--- src/rtl/fifo_wr_arbiter.sv ---
`default_nettype none
// ============================================================================
// Module      : fifo_wr_arbiter
// Description : Shares the single write port of the generator FIFO among
//               NUM_SRC data generators. Round-robin selection with bounded
//               burst locking; no grant while the FIFO reports almost-full.
//               The winning word is registered onto the FIFO write interface.
// Ports       : clk        - clock
//               rst_n      - asynchronous active-low reset
//               req_i      - per-source write request
//               data_i     - source k data at [k*DATA_WIDTH +: DATA_WIDTH]
//               full_i     - FIFO almost-full (asserts with <= 1 free entry)
//               gnt_o      - combinational one-hot (or zero) grant
//               wr_en_o    - registered FIFO write enable
//               wr_data_o  - registered FIFO write data
//               wr_src_o   - index of the source that produced wr_data_o
//               wr_count_o - total beats written, wraps modulo 2^32
// Revision    : 1.0 - initial release
// ============================================================================
module fifo_wr_arbiter #(
    parameter int DATA_WIDTH = 8,
    parameter int NUM_SRC    = 4,
    parameter int MAX_BURST  = 4
) (
    input  logic                             clk,
    input  logic                             rst_n,
    input  logic [NUM_SRC-1:0]               req_i,
    input  logic [NUM_SRC*DATA_WIDTH-1:0]    data_i,
    input  logic                             full_i,
    output logic [NUM_SRC-1:0]               gnt_o,
    output logic                             wr_en_o,
    output logic [DATA_WIDTH-1:0]            wr_data_o,
    output logic [$clog2(NUM_SRC)-1:0]       wr_src_o,
    output logic [31:0]                      wr_count_o
);

    localparam int                    c_SRC_W     = $clog2(NUM_SRC);
    localparam int                    c_CNT_W     = 8;
    localparam logic [c_CNT_W-1:0]    c_MAX_BURST = c_CNT_W'(MAX_BURST);
    localparam logic [c_SRC_W-1:0]    c_LAST_SRC  = c_SRC_W'(NUM_SRC - 1);
    localparam logic [c_SRC_W:0]      c_NUM_SRC_X = (c_SRC_W + 1)'(NUM_SRC);

    localparam logic [0:0]            c_ST_IDLE   = 1'b0;
    localparam logic [0:0]            c_ST_LOCKED = 1'b1;

    // ------------------------------------------------------------------------
    // State
    // ------------------------------------------------------------------------
    logic [0:0]            r_state;
    logic [c_SRC_W-1:0]    r_owner;
    logic [c_CNT_W-1:0]    r_beat_cnt;
    logic [c_SRC_W-1:0]    r_rr_ptr;

    logic [0:0]            w_nxt_state;
    logic [c_SRC_W-1:0]    w_nxt_owner;
    logic [c_CNT_W-1:0]    w_nxt_beat_cnt;
    logic [c_SRC_W-1:0]    w_nxt_rr_ptr;

    logic                  w_locked;
    logic                  w_hold;
    logic                  w_release;
    logic [c_SRC_W-1:0]    w_base;
    logic [c_SRC_W:0]      w_sum;
    logic [c_SRC_W-1:0]    w_cand;
    logic                  w_rr_found;
    logic [c_SRC_W-1:0]    w_rr_idx;
    logic                  w_gnt_valid;
    logic [c_SRC_W-1:0]    w_gnt_idx;
    logic [c_CNT_W-1:0]    w_new_cnt;

    logic                  r_wr_en;
    logic [DATA_WIDTH-1:0] r_wr_data;
    logic [c_SRC_W-1:0]    r_wr_src;
    logic [31:0]           r_wr_count;

    function automatic logic [c_SRC_W-1:0] f_next_src(input logic [c_SRC_W-1:0] idx);
        return (idx == c_LAST_SRC) ? '0 : idx + 1'b1;
    endfunction

    // ------------------------------------------------------------------------
    // Grant selection and next-state logic
    // ------------------------------------------------------------------------
    always_comb begin
        w_locked       = (r_state == c_ST_LOCKED);
        w_hold         = w_locked && req_i[r_owner] && (r_beat_cnt < c_MAX_BURST);
        w_release      = w_locked && !req_i[r_owner];
        // When the owner drops its request the search already starts past it,
        // so the next requester is served in the same cycle (no bubble).
        w_base         = w_release ? f_next_src(r_owner) : r_rr_ptr;

        w_sum          = '0;
        w_cand         = '0;
        w_rr_found     = 1'b0;
        w_rr_idx       = '0;
        for (int i = 0; i < NUM_SRC; i++) begin
            w_sum = {1'b0, w_base} + (c_SRC_W + 1)'(i);
            if (w_sum >= c_NUM_SRC_X) begin
                w_sum = w_sum - c_NUM_SRC_X;
            end
            w_cand = w_sum[c_SRC_W-1:0];
            if (!w_rr_found && req_i[w_cand]) begin
                w_rr_found = 1'b1;
                w_rr_idx   = w_cand;
            end
        end

        w_gnt_valid    = 1'b0;
        w_gnt_idx      = '0;
        if (!full_i) begin
            if (w_hold) begin
                w_gnt_valid = 1'b1;
                w_gnt_idx   = r_owner;
            end else if (w_rr_found) begin
                w_gnt_valid = 1'b1;
                w_gnt_idx   = w_rr_idx;
            end
        end

        gnt_o          = '0;
        if (w_gnt_valid && rst_n) begin
            gnt_o[w_gnt_idx] = 1'b1;
        end

        w_nxt_state    = r_state;
        w_nxt_owner    = r_owner;
        w_nxt_beat_cnt = r_beat_cnt;
        w_nxt_rr_ptr   = r_rr_ptr;
        w_new_cnt      = '0;

        // A full stall freezes everything, so only act when not full.
        if (!full_i) begin
            if (w_gnt_valid) begin
                w_new_cnt   = (w_locked && (w_gnt_idx == r_owner)) ?
                              r_beat_cnt + 1'b1 : c_CNT_W'(1);
                w_nxt_owner = w_gnt_idx;
                if (w_new_cnt == c_MAX_BURST) begin
                    w_nxt_state    = c_ST_IDLE;
                    w_nxt_beat_cnt = '0;
                    w_nxt_rr_ptr   = f_next_src(w_gnt_idx);
                end else begin
                    w_nxt_state    = c_ST_LOCKED;
                    w_nxt_beat_cnt = w_new_cnt;
                    w_nxt_rr_ptr   = w_release ? f_next_src(r_owner) : r_rr_ptr;
                end
            end else if (w_release) begin
                w_nxt_state    = c_ST_IDLE;
                w_nxt_beat_cnt = '0;
                w_nxt_rr_ptr   = f_next_src(r_owner);
            end
        end
    end

    always_ff @(posedge clk or negedge rst_n) begin
        if (!rst_n) begin
            r_state    <= c_ST_IDLE;
            r_owner    <= '0;
            r_beat_cnt <= '0;
            r_rr_ptr   <= '0;
        end else begin
            r_state    <= w_nxt_state;
            r_owner    <= w_nxt_owner;
            r_beat_cnt <= w_nxt_beat_cnt;
            r_rr_ptr   <= w_nxt_rr_ptr;
        end
    end

    // ------------------------------------------------------------------------
    // Registered write path (1-cycle latency from grant)
    // ------------------------------------------------------------------------
    always_ff @(posedge clk or negedge rst_n) begin
        if (!rst_n) begin
            r_wr_en    <= 1'b0;
            r_wr_data  <= '0;
            r_wr_src   <= '0;
            r_wr_count <= '0;
        end else begin
            r_wr_en <= w_gnt_valid;
            if (w_gnt_valid) begin
                r_wr_data  <= data_i[w_gnt_idx*DATA_WIDTH +: DATA_WIDTH];
                r_wr_src   <= w_gnt_idx;
                r_wr_count <= r_wr_count + 32'd1;
            end
        end
    end

    assign wr_en_o    = r_wr_en;
    assign wr_data_o  = r_wr_data;
    assign wr_src_o   = r_wr_src;
    assign wr_count_o = r_wr_count;

endmodule
`default_nettype wire

--- config.mk ---
export PLATFORM = sky130hd
export DESIGN_NAME = fifo_wr_arbiter
export DESIGN_NICKNAME = d
export VERILOG_FILES = /design/src/rtl/fifo_wr_arbiter.sv
export SDC_FILE = /design/constraint.sdc
export NUM_CORES = 1
export LEC_CHECK = 0
export ABC_AREA = 0
export BUFFER_PORTS_ARGS = -buffer_cell sky130_fd_sc_hd__buf_2
export CELL_PAD_IN_SITES_DETAIL_PLACEMENT = 1
export CELL_PAD_IN_SITES_GLOBAL_PLACEMENT = 2
export CORE_ASPECT_RATIO = 0.75
export CORE_MARGIN = 2
export CORE_UTILIZATION = 34
export DETAILED_ROUTE_END_ITERATION = 7
export GPL_ROUTABILITY_DRIVEN = 0
export HOLD_SLACK_MARGIN = 0.03
export PLACE_DENSITY = 0.94
export SYNTH_ARGS = -nofsm -noshare
export SYNTH_HDL_FRONTEND = slang
export SYNTH_SLANG_ARGS = --single-unit
export TNS_END_PERCENT = 20
--- constraint.sdc ---
create_clock -name clk -period 8.05 [get_ports clk]
set_clock_uncertainty 0.15 [all_clocks]
set_input_delay 1.61 -clock clk [delete_from_list [all_inputs] [get_ports clk]]
set_output_delay 1.61 -clock clk [all_outputs]
set_load 0.03 [all_outputs]
==> results.json, run 1 <==
{
  "status": "complete, no violations",
  "final_common_cell": "buf_2",
  "rsz0062_at_grt": "no",
  "cts.sinks": 54,
  "r2r_cells": 12,
  "finalCriticalPeriod_ps": 6096,
  "max_cap_violations": 0,
  "final_cells": 510,
  "slew_violations": 0,
  "holdBufCountCts": 0,
  "synth-edff-count": 0,
  "syn-num-nets": 361,
  "finalSetupViolCount": 0,
  "period_share_pct": 75.72,
  "nets": 443,
  "vias": 2682,
  "yosysWarnings": 0,
  "cts.path.max_buffers": 2,
  "cts-root-buf": "clkbuf_16",
  "postCtsResizedCells": 0,
  "ant_nets": 0,
  "grt_antenna_before_repair": 1,
  "fill_cells": 1055,
  "tightest_slew_ps": 684.4,
  "n_antenna_cell": 0,
  "ir_worst_vdd_mv": 0.1222,
  "max_freq_mhz": 164.0,
  "place.port_buffers": 85,
  "firstDrtPassIters": 4,
  "grt_overflow_total": 0,
  "yosysSeqAreaShare_pct": 43.34,
  "netlist_instances": 315,
  "drt_iter0_markers": 133,
  "numCtsBuffers": 5,
  "areaGrowthSynthToFinish_pct": 21.99,
  "wl_mm": 8.058,
  "holdPathStages": 1,
  "worstSetupPathType": "in2out",
  "crit_path_max_incr_delay_ps": 390,
  "end_kind": "output port",
  "path_clk_slew_ps": 70,
  "holdWs_ps": 325.9,
  "wl_per_cell_um": 15.80,
  "cellLeakagePower_uw": 0.001863,
  "crit_chain": "buf_2, mux2_4, a2bb2o_4, mux2_4, and3_4, or3_4, nor2_1, a211oi_4, buf_4, inv_1, ha_1, and3_1, buf_2",
  "arrival_ps": 4340,
  "grt_pass1_vias": 2711,
  "die_area_mm2": 0.009961,
  "grt_pass1_wl_mm": 13.71,
  "die_w_um": 114.6,
  "clk_latency_ps": 290,
  "p_per_area_mw_per_mm2": 314.4,
  "finalHoldViolCount": 0,
  "slew_headroom_pct": 54.37,
  "cpMaxStageDelayCell": "or3_4",
  "placed_cells": 502,
  "synthArstFlopShare_pct": 100.0,
  "post_cts.repair.setup_buffers": 0,
  "boundaryPins": 86,
  "htreeDepth": 2,
  "final_cell_mix": "buf_2 (85), dfrtp_1 (54), nand2_1 (35)",
  "grt_max_degree": 55,
  "dpl.hpwl_mm": 6.126,
  "drc": 0,
  "syn_area_mm2": 0.003118,
  "utilization_pct": 42.40,
  "fp.coreArea_mm2": 0.008971,
  "vias_per_cell": 5.259,
  "ys.flop_type": "dfrtp_1",
  "crit_fanout": 19,
  "cp-start-kind": "input pin",
  "layout-drive-gt1-share_pct": 26.38,
  "die_h_um": 86.94,
  "worstPathRequired_ps": 6290,
  "synth.avg_cell_area_um2": 9.898,
  "synth-seq-cells": 54,
  "hp-class": "reg2reg",
  "rows": 30,
  "cts_tree": "yes",
  "start_util_pct": 34.76,
  "finalPower_uw": 1196,
  "synth.distinct_cells": 52,
  "grt_usage_pct": 17.16,
  "setup_tns_ps": 0
}
layout make-up:
class                   instances  area [um^2]  area share [%]
well taps                     112        140.1           3.684
inverters                      13        48.80           1.283
repair buffers                 87        440.4           11.58
clock inverters                 3        40.04           1.053
multi-input cells             236         1658           43.59
clock buffers                   5        125.1           3.289
flip-flops and latches         54         1351           35.53
state kept, by name, summed over array words and instances, names as in the netlist:
| name | flops |
|---|---|
| r_rr_ptr | 2 |
| wr_data_o | 8 |
| r_beat_cnt | 8 |
| r_state | 1 |
| r_owner | 2 |
| wr_en_o | 1 |
| wr_count_o | 32 |
logic make-up (layout without fill, tap and decap cells):
logic type | Yosys count | after routing | synth area share, %
simple gates | 127 | 127 | 21.71
buf+inv | 25 | 108 | 3.892
xor+xnor | 33 | 33 | 9.270
mux | 23 | 23 | 7.745
fa+ha+maj | 7 | 7 | 2.809
compound gates | 46 | 46 | 11.24
flops | 54 | 54 | 43.34
synth_stat cells, types with 4 or more instances:
library cell / instances / share of area, %
a31oi_1: 9 / 1.8
clkbuf_1: 7 / 0.84
nand2_1: 35 / 4.2
o221ai_1: 8 / 2.2
xnor2_1: 28 / 7.9
nand3b_1: 4 / 0.96
a211oi_1: 4 / 0.96
nor2b_1: 6 / 1.2
nand3_1: 15 / 2.4
nor2_1: 16 / 1.9
o21ai_0: 6 / 0.96
inv_1: 12 / 1.4
dfrtp_1: 54 / 43
nand2b_1: 5 / 1.0
xor2_1: 5 / 1.4
and3_1: 10 / 2.0
mux2i_1: 20 / 6.4
nand4_1: 12 / 2.4
ha_1: 7 / 2.8
final timing paths:
kind / startpoint / to / slack, ps
worst max-delay path: req_i[0] / gnt_o[0] / 1950
worst min-delay path: wr_count_o[31]$_DFFE_PN0P_ / wr_count_o[31]$_DFFE_PN0P_ / 330
worst max register to register: r_owner[1]$_DFFE_PN0P_ / r_rr_ptr[1]$_DFFE_PN0N_ / 4410
worst min register to register: wr_count_o[31]$_DFFE_PN0P_ / wr_count_o[31]$_DFFE_PN0P_ / 330
max in group asynchronous: rst_n / wr_data_o[6]$_DFFE_PN0P_ / 5850
min in group asynchronous: rst_n / wr_count_o[12]$_DFFE_PN0P_ / 1430
per-layer routing:
layer | part of all wire (%) | track usage [%]
met1 | 45 | 24.29
met2 | 48 | 27.43
met3 | 6.0 | 3.758
met4 | 0.63 | 2.993
met5 | 0 | 0
stage by stage:
| step | cell area (um^2) | worst slack [ps] |
|---|---|---|
| 2_1_floorplan | 3118 | 2195 |
| 3_3_place_gp | 3638 | 2015 |
| 3_5_place_dp | 3638 | 1961 |
| 4_1_cts | 3804 | 1943 |
| 5_1_grt | 3804 | 1823 |
| 6_report | 3804 | 1954 |
worst max-delay path, delay by kind of cell:
kind / cells / cell delay (ps)
muxes: 2 / 640
adders and majority gates: 1 / 150
buffers and inverters: 4 / 690
AOI/OAI and AO/OA: 2 / 340
and+or+nand+nor: 4 / 900
where the power goes:
group,switching (uW),leakage [uW],internal [uW]
clock,96.5,0.0000836,146
sequential,69.4,0.000705,326
combinational,337,0.00107,222
total,503,0.00186,693
No activity file was read; power rests on OpenSTA's default activity.
==> run 2: changes to the inputs <==
--- a/config.mk
+++ b/config.mk
@@ -11,11 +11,11 @@
 export CELL_PAD_IN_SITES_GLOBAL_PLACEMENT = 2
 export CORE_ASPECT_RATIO = 0.75
 export CORE_MARGIN = 2
-export CORE_UTILIZATION = 34
+export CORE_UTILIZATION = 32
 export DETAILED_ROUTE_END_ITERATION = 7
 export GPL_ROUTABILITY_DRIVEN = 0
 export HOLD_SLACK_MARGIN = 0.03
-export PLACE_DENSITY = 0.94
+export PLACE_DENSITY = 0.9
 export SYNTH_ARGS = -nofsm -noshare
 export SYNTH_HDL_FRONTEND = slang
 export SYNTH_SLANG_ARGS = --single-unit
==> constraint.sdc (replaced) <==
create_clock -name clk -period 6.38 [get_ports clk]
set_clock_uncertainty 0.15 [all_clocks]
set_input_delay 1.276 -clock clk [delete_from_list [all_inputs] [get_ports clk]]
set_output_delay 1.276 -clock clk [all_outputs]
set_load 0.03 [all_outputs]
==> run 2 against run 1 <==
  * Routed wire length grew 5.1%
  * Design area grew 0.39%
  * Die area grew 6.0%
  * Critical endpoint is now gnt_o[1]
  * Power grew 25%
  * Combinational power grew 28%
  * Largest power group unchanged
  * Clock power grew 14%
  * Largest cell class unchanged
  * First-iteration DRC count grew 12%
  * Flip-flop and latch count is the same
  * Sequential share of layout area shrank 0.14 points
  * Worst hold slack lost 8.0 ps
==> results.json, run 2 (synthesis gave the netlist of run 1 again) <==
{
  "cpMaxStageDelayCell": "or2_2",
  "vias": 2689,
  "finalCriticalPeriod_ps": 5421,
  "critical-path-top-delay-family": "compound AO/OA/AOI/OAI gates",
  "cts.sinks": 54,
  "cts_tree": "yes",
  "grt_overflow_total": 0,
  "nets": 444,
  "wl_mm": 8.465,
  "post_cts.repair.setup_buffers": 0,
  "holdWs_ps": 317.8,
  "finalSetupViolCount": 0,
  "status": "complete, no violations",
  "drc": 0,
  "crit_chain": "buf_2, mux2_4, a2bb2o_4, mux2_4, mux2i_1, a211oi_1, a21oi_1, or2_2, inv_1, ha_1, and3_1, buf_2",
  "crit_fanout": 13,
  "die_area_mm2": 0.01056,
  "fp.coreArea_mm2": 0.009580,
  "wl_per_cell_um": 15.94,
  "start_util_pct": 32.55,
  "path_clk_slew_ps": 70,
  "boundaryPins": 86,
  "end_kind": "output port",
  "final_cell_mix": "buf_2 (85), dfrtp_1 (54), nand2_1 (35)",
  "clk_latency_ps": 290,
  "die_h_um": 89.49,
  "ir_worst_vdd_mv": 0.1358,
  "crit_buf_inv": 3,
  "ant_nets": 0,
  "cp-start-kind": "input pin",
  "layout-drive-gt1-share_pct": 26.32,
  "grt_usage_pct": 16.52,
  "crit_path_max_incr_delay_ps": 430,
  "cellLeakagePower_uw": 0.001858,
  "finalPower_uw": 1494,
  "p_per_area_mw_per_mm2": 391.2,
  "worstSetupPathType": "in2out",
  "htreeDepth": 2,
  "cts-root-buf": "clkbuf_16",
  "n_antenna_cell": 0,
  "finalHoldViolCount": 0,
  "slew_headroom_pct": 54.56,
  "holdBufCountCts": 0,
  "grt_antenna_before_repair": 0,
  "die_w_um": 118.0,
  "cts.path.max_buffers": 2,
  "vias_per_cell": 5.064,
  "dpl.hpwl_mm": 6.330,
  "tightest_slew_ps": 681.6,
  "place.port_buffers": 85,
  "rsz0062_at_grt": "no",
  "max_cap_violations": 0,
  "grt_pass1_wl_mm": 13.97,
  "final_common_cell": "buf_2",
  "max_freq_mhz": 184.5,
  "slew_violations": 0,
  "areaGrowthSynthToFinish_pct": 22.47,
  "largest_register_ffs": 32,
  "arrival_ps": 4000,
  "numCtsBuffers": 5,
  "hp-class": "reg2reg",
  "drt_iter0_markers": 149,
  "postCtsResizedCells": 0,
  "grt_max_degree": 55,
  "rows": 31,
  "grt_pass1_vias": 2677,
  "firstDrtPassIters": 4,
  "worstPathRequired_ps": 4950,
  "setup_tns_ps": 0,
  "period_share_pct": 84.97
}
run 2: cell count changes in the layout (fill, tap and decap cells not counted), sizes merged:
| cell | delta |
|---|---|
| bufinv | -1 |
| buf | +1 |
| clkbuf | +2 |
| clkinv | -1 |
run 2: power by group:
part           total (uW)  internal (uW)  switching [uW]
sequential            502            411            91.0
combinational         717            283             434
clock                 276            156             120
total                1490            849             645
run 2: final cells by class:
| type | count | area, um^2 |
|---|---|---|
| clock buffers | 7 | 142.6 |
| flip-flops and latches | 54 | 1351 |
| well taps | 132 | 165.2 |
| clock inverters | 1 | 5.005 |
| multi-input cells | 236 | 1658 |
| fillers | 1144 | 5762 |
| inverters | 13 | 48.80 |
| repair buffers | 88 | 447.9 |
run 2: metrics by stage:
stage          area (um^2)  util (%)  setup slack, ps  cells
2_1_floorplan         3118         -             1193    315
3_3_place_gp          3671     38.32             1023    523
3_5_place_dp          3671     38.32            971.0    523
4_1_cts               3819     39.86            964.9    531
5_1_grt               3819     39.86            706.6    531
6_report              3819     39.86            958.8    531
run 2: final timing paths:
kind / from / endpoint / slack [ps] / cells after the start
hold reg to reg: wr_count_o[31]$_DFFE_PN0P_ / wr_count_o[31]$_DFFE_PN0P_ / 320 / 1
setup / recovery: req_i[0] / gnt_o[1] / 960 / 12
max in group asynchronous: rst_n / wr_count_o[7]$_DFFE_PN0P_ / 4560 / 2
min in group asynchronous: rst_n / wr_data_o[6]$_DFFE_PN0P_ / 1050 / 2
hold / removal: wr_count_o[31]$_DFFE_PN0P_ / wr_count_o[31]$_DFFE_PN0P_ / 320 / 1
setup reg to reg: r_owner[1]$_DFFE_PN0P_ / r_rr_ptr[1]$_DFFE_PN0N_ / 2660 / 12
run 2: routing by layer:
metal	part of all wire [%]	track usage (%)	vias to the layer above
met3	4.7	4.145	2
met1	51	23.50	1317
met5	0	0	-
met4	0.37	3.286	0
met2	44	25.69	64
li1	-	-	1306
run 2: worst reg2reg max path, stage by stage (launching register included):
cell      delay [ps]
dfrtp_1          570
mux2_4           370
a2bb2o_4         260
mux2_4           340
mux2i_1          130
a211oi_1         370
a21oi_1          150
or2_2            430
inv_1            130
ha_1             240
inv_1            100
o21ai_0           80
mux2_1           290
==> run 3: changes to the inputs <==
--- a/config.mk
+++ b/config.mk
@@ -11,11 +11,11 @@
 export CELL_PAD_IN_SITES_GLOBAL_PLACEMENT = 2
 export CORE_ASPECT_RATIO = 0.75
 export CORE_MARGIN = 2
-export CORE_UTILIZATION = 32
+export CORE_UTILIZATION = 29
 export DETAILED_ROUTE_END_ITERATION = 7
 export GPL_ROUTABILITY_DRIVEN = 0
 export HOLD_SLACK_MARGIN = 0.03
-export PLACE_DENSITY = 0.9
+export PLACE_DENSITY = 0.87
 export SYNTH_ARGS = -nofsm -noshare
 export SYNTH_HDL_FRONTEND = slang
 export SYNTH_SLANG_ARGS = --single-unit
==> constraint.sdc (replaced) <==
create_clock -name clk -period 4.8 [get_ports clk]
set_clock_uncertainty 0.15 [all_clocks]
set_input_delay 0.96 -clock clk [delete_from_list [all_inputs] [get_ports clk]]
set_output_delay 0.96 -clock clk [all_outputs]
set_load 0.03 [all_outputs]
==> run 3 against run 2 <==
  * Design area up 0.66%
  * Critical path depth unchanged
  * Critical path type unchanged
  * Combinational power up 38%
==> results.json, run 3 (synthesis gave the netlist of run 1 again) <==
{
  "status": "complete, no violations",
  "crit_chain": "buf_2, mux2_4, a2bb2o_4, mux2_4, mux2i_1, a211oi_2, a21oi_1, or2_2, inv_1, ha_1, and3_1, buf_2",
  "tightest_slew_ps": 723.7,
  "wl_mm": 8.783,
  "areaGrowthSynthToFinish_pct": 23.27,
  "cp-start-kind": "input pin",
  "met2WireLength_mm": 3.981,
  "die_area_mm2": 0.01161,
  "largest_register_ffs": 32,
  "vias_per_cell": 5.088,
  "ir_worst_vdd_mv": 0.2214,
  "end_kind": "output port",
  "htreeDepth": 2,
  "worstHoldStart": "wr_count_o[31]$_DFFE_PN0P_",
  "vias": 2732,
  "drt_iter0_markers": 96,
  "numCtsBuffers": 5,
  "firstDrtPassIters": 4,
  "hp-class": "reg2reg",
  "boundaryPins": 86,
  "dr_wl_met3_um": 448,
  "period_share_pct": 96.70,
  "drt-met1-wl_mm": 4.318,
  "layout-drive-gt1-share_pct": 27.18,
  "critical-path-top-delay-family": "multiplexers",
  "cts_tree": "yes",
  "p_per_area_mw_per_mm2": 523.0,
  "grt_usage_pct": 15.81,
  "worstPathRequired_ps": 3690,
  "wl_per_cell_um": 16.36,
  "grt_max_degree": 55,
  "cts.path.max_buffers": 2,
  "r2r_slack_ps": 1280,
  "drc": 0,
  "crit_path_max_incr_delay_ps": 380,
  "holdWs_ps": 335.7,
  "crit_fanout": 8,
  "grt_pass1_wl_mm": 14.35,
  "reg2reg_to": "r_rr_ptr[1]$_DFFE_PN0N_",
  "die_h_um": 93.80,
  "max_freq_mhz": 215.4,
  "path_clk_slew_ps": 70,
  "grt_antenna_before_repair": 0,
  "hold_end": "wr_count_o[31]$_DFFE_PN0P_",
  "r2r-start": "r_owner[1]$_DFFE_PN0P_",
  "nets": 447,
  "utilization_pct": 37.07,
  "grt_pass1_vias": 2788,
  "cts-root-buf": "clkbuf_16",
  "worstSetupPathType": "in2out",
  "final_common_cell": "buf_2",
  "arrival_ps": 3530,
  "start_util_pct": 30.07,
  "crit_buf_inv": 3,
  "crit_cells": 12,
  "dr.max_layer_used": "met4",
  "cts.sinks": 54,
  "r2r_cells": 9,
  "cellLeakagePower_uw": 0.001862,
  "place.port_buffers": 85,
  "slew_violations": 0,
  "final_cell_mix": "buf_2 (85), dfrtp_1 (54), nand2_1 (35)",
  "max_cap_violations": 0,
  "holdPathStages": 1,
  "cpMaxStageDelayCell": "or2_2",
  "clk_latency_ps": 290,
  "n_antenna_cell": 0,
  "ant_nets": 0,
  "die_w_um": 123.7,
  "fp.coreArea_mm2": 0.01037,
  "finalCriticalPeriod_ps": 4642,
  "slew_headroom_pct": 51.75,
  "grt_overflow_total": 0,
  "finalSetupViolCount": 0,
  "finalHoldViolCount": 0,
  "dpl.hpwl_mm": 6.713,
  "rows": 32
}
-- run 3: cell types whose count changed in the layout (fill, tap and decap cells not counted) --
cell and delta:
a211oi_1 -1, clkinvlp_4 +2, clkinv_2 -1, clkbuf_8 -1, clkbuf_1 -1, buf_4 +3, a211oi_2 +1
-- run 3: layout make-up --
type / count / area [um^2]
clock buffers: 5 / 125.1
clock inverters: 2 / 15.01
fillers: 1199 / 6526
inverters: 13 / 48.80
multi-input cells: 236 / 1663
flip-flops and latches: 54 / 1351
well taps: 136 / 170.2
repair buffers: 91 / 470.5
-- run 3: worst max path at each step --
stage,slack [ps],start,end
finish,160,req_i[0],gnt_o[1]
detailed placement,50,req_i[0],gnt_o[1]
global placement,80,req_i[0],gnt_o[1]
CTS,30,req_i[0],gnt_o[1]
floorplan,240,req_i[0],gnt_o[0]
global route,-2,req_i[0],gnt_o[3]
-- run 3: per-stage QoR --
| stage | instances | TNS, ps | area [um^2] | total power [uW] | worst slack [ps] |
|---|---|---|---|---|---|
| after floorplan | 315 | 0 | 3118 | 1389 | 244.7 |
| after global placement | 530 | 0 | 3699 | 1628 | 76.38 |
| after detailed placement | 530 | 0 | 3699 | 1662 | 50.38 |
| after CTS | 537 | 0 | 3839 | 2026 | 29.05 |
| after global routing | 537 | -2.287 | 3844 | 2149 | -2.287 |
| final | 537 | 0 | 3844 | 2010 | 158.4 |
-- run 3: timing repair --
action                     4_1_cts  5_1_grt
buffers inserted                 0        0
hold buffers                     0        0
setup endpoints to repair        0        4
gates resized for setup          0        1
-- run 3: report_power, final --
part	internal [uW]	switching, uW	total (uW)
combinational	391	598	988
clock	191	167	357
sequential	546	118	664
total	1130	883	2010
-- run 3: worst register-to-register path: stages (launching register included) --
cell	delay, ps
dfrtp_1	470
mux2_4	350
a2bb2o_4	260
mux2_4	340
and3_4	190
or3_4	410
o32a_1	300
a31o_1	450
nand2_1	160
mux2_1	330
-- run 3: metal layers --
| layer | global-route usage (%) | up-vias |
|---|---|---|
| met2 | 24.86 | 61 |
| met4 | 2.178 | 0 |
| met3 | 3.034 | 4 |
| met1 | 22.98 | 1358 |
| li1 | - | 1309 |
| met5 | 0 | - |
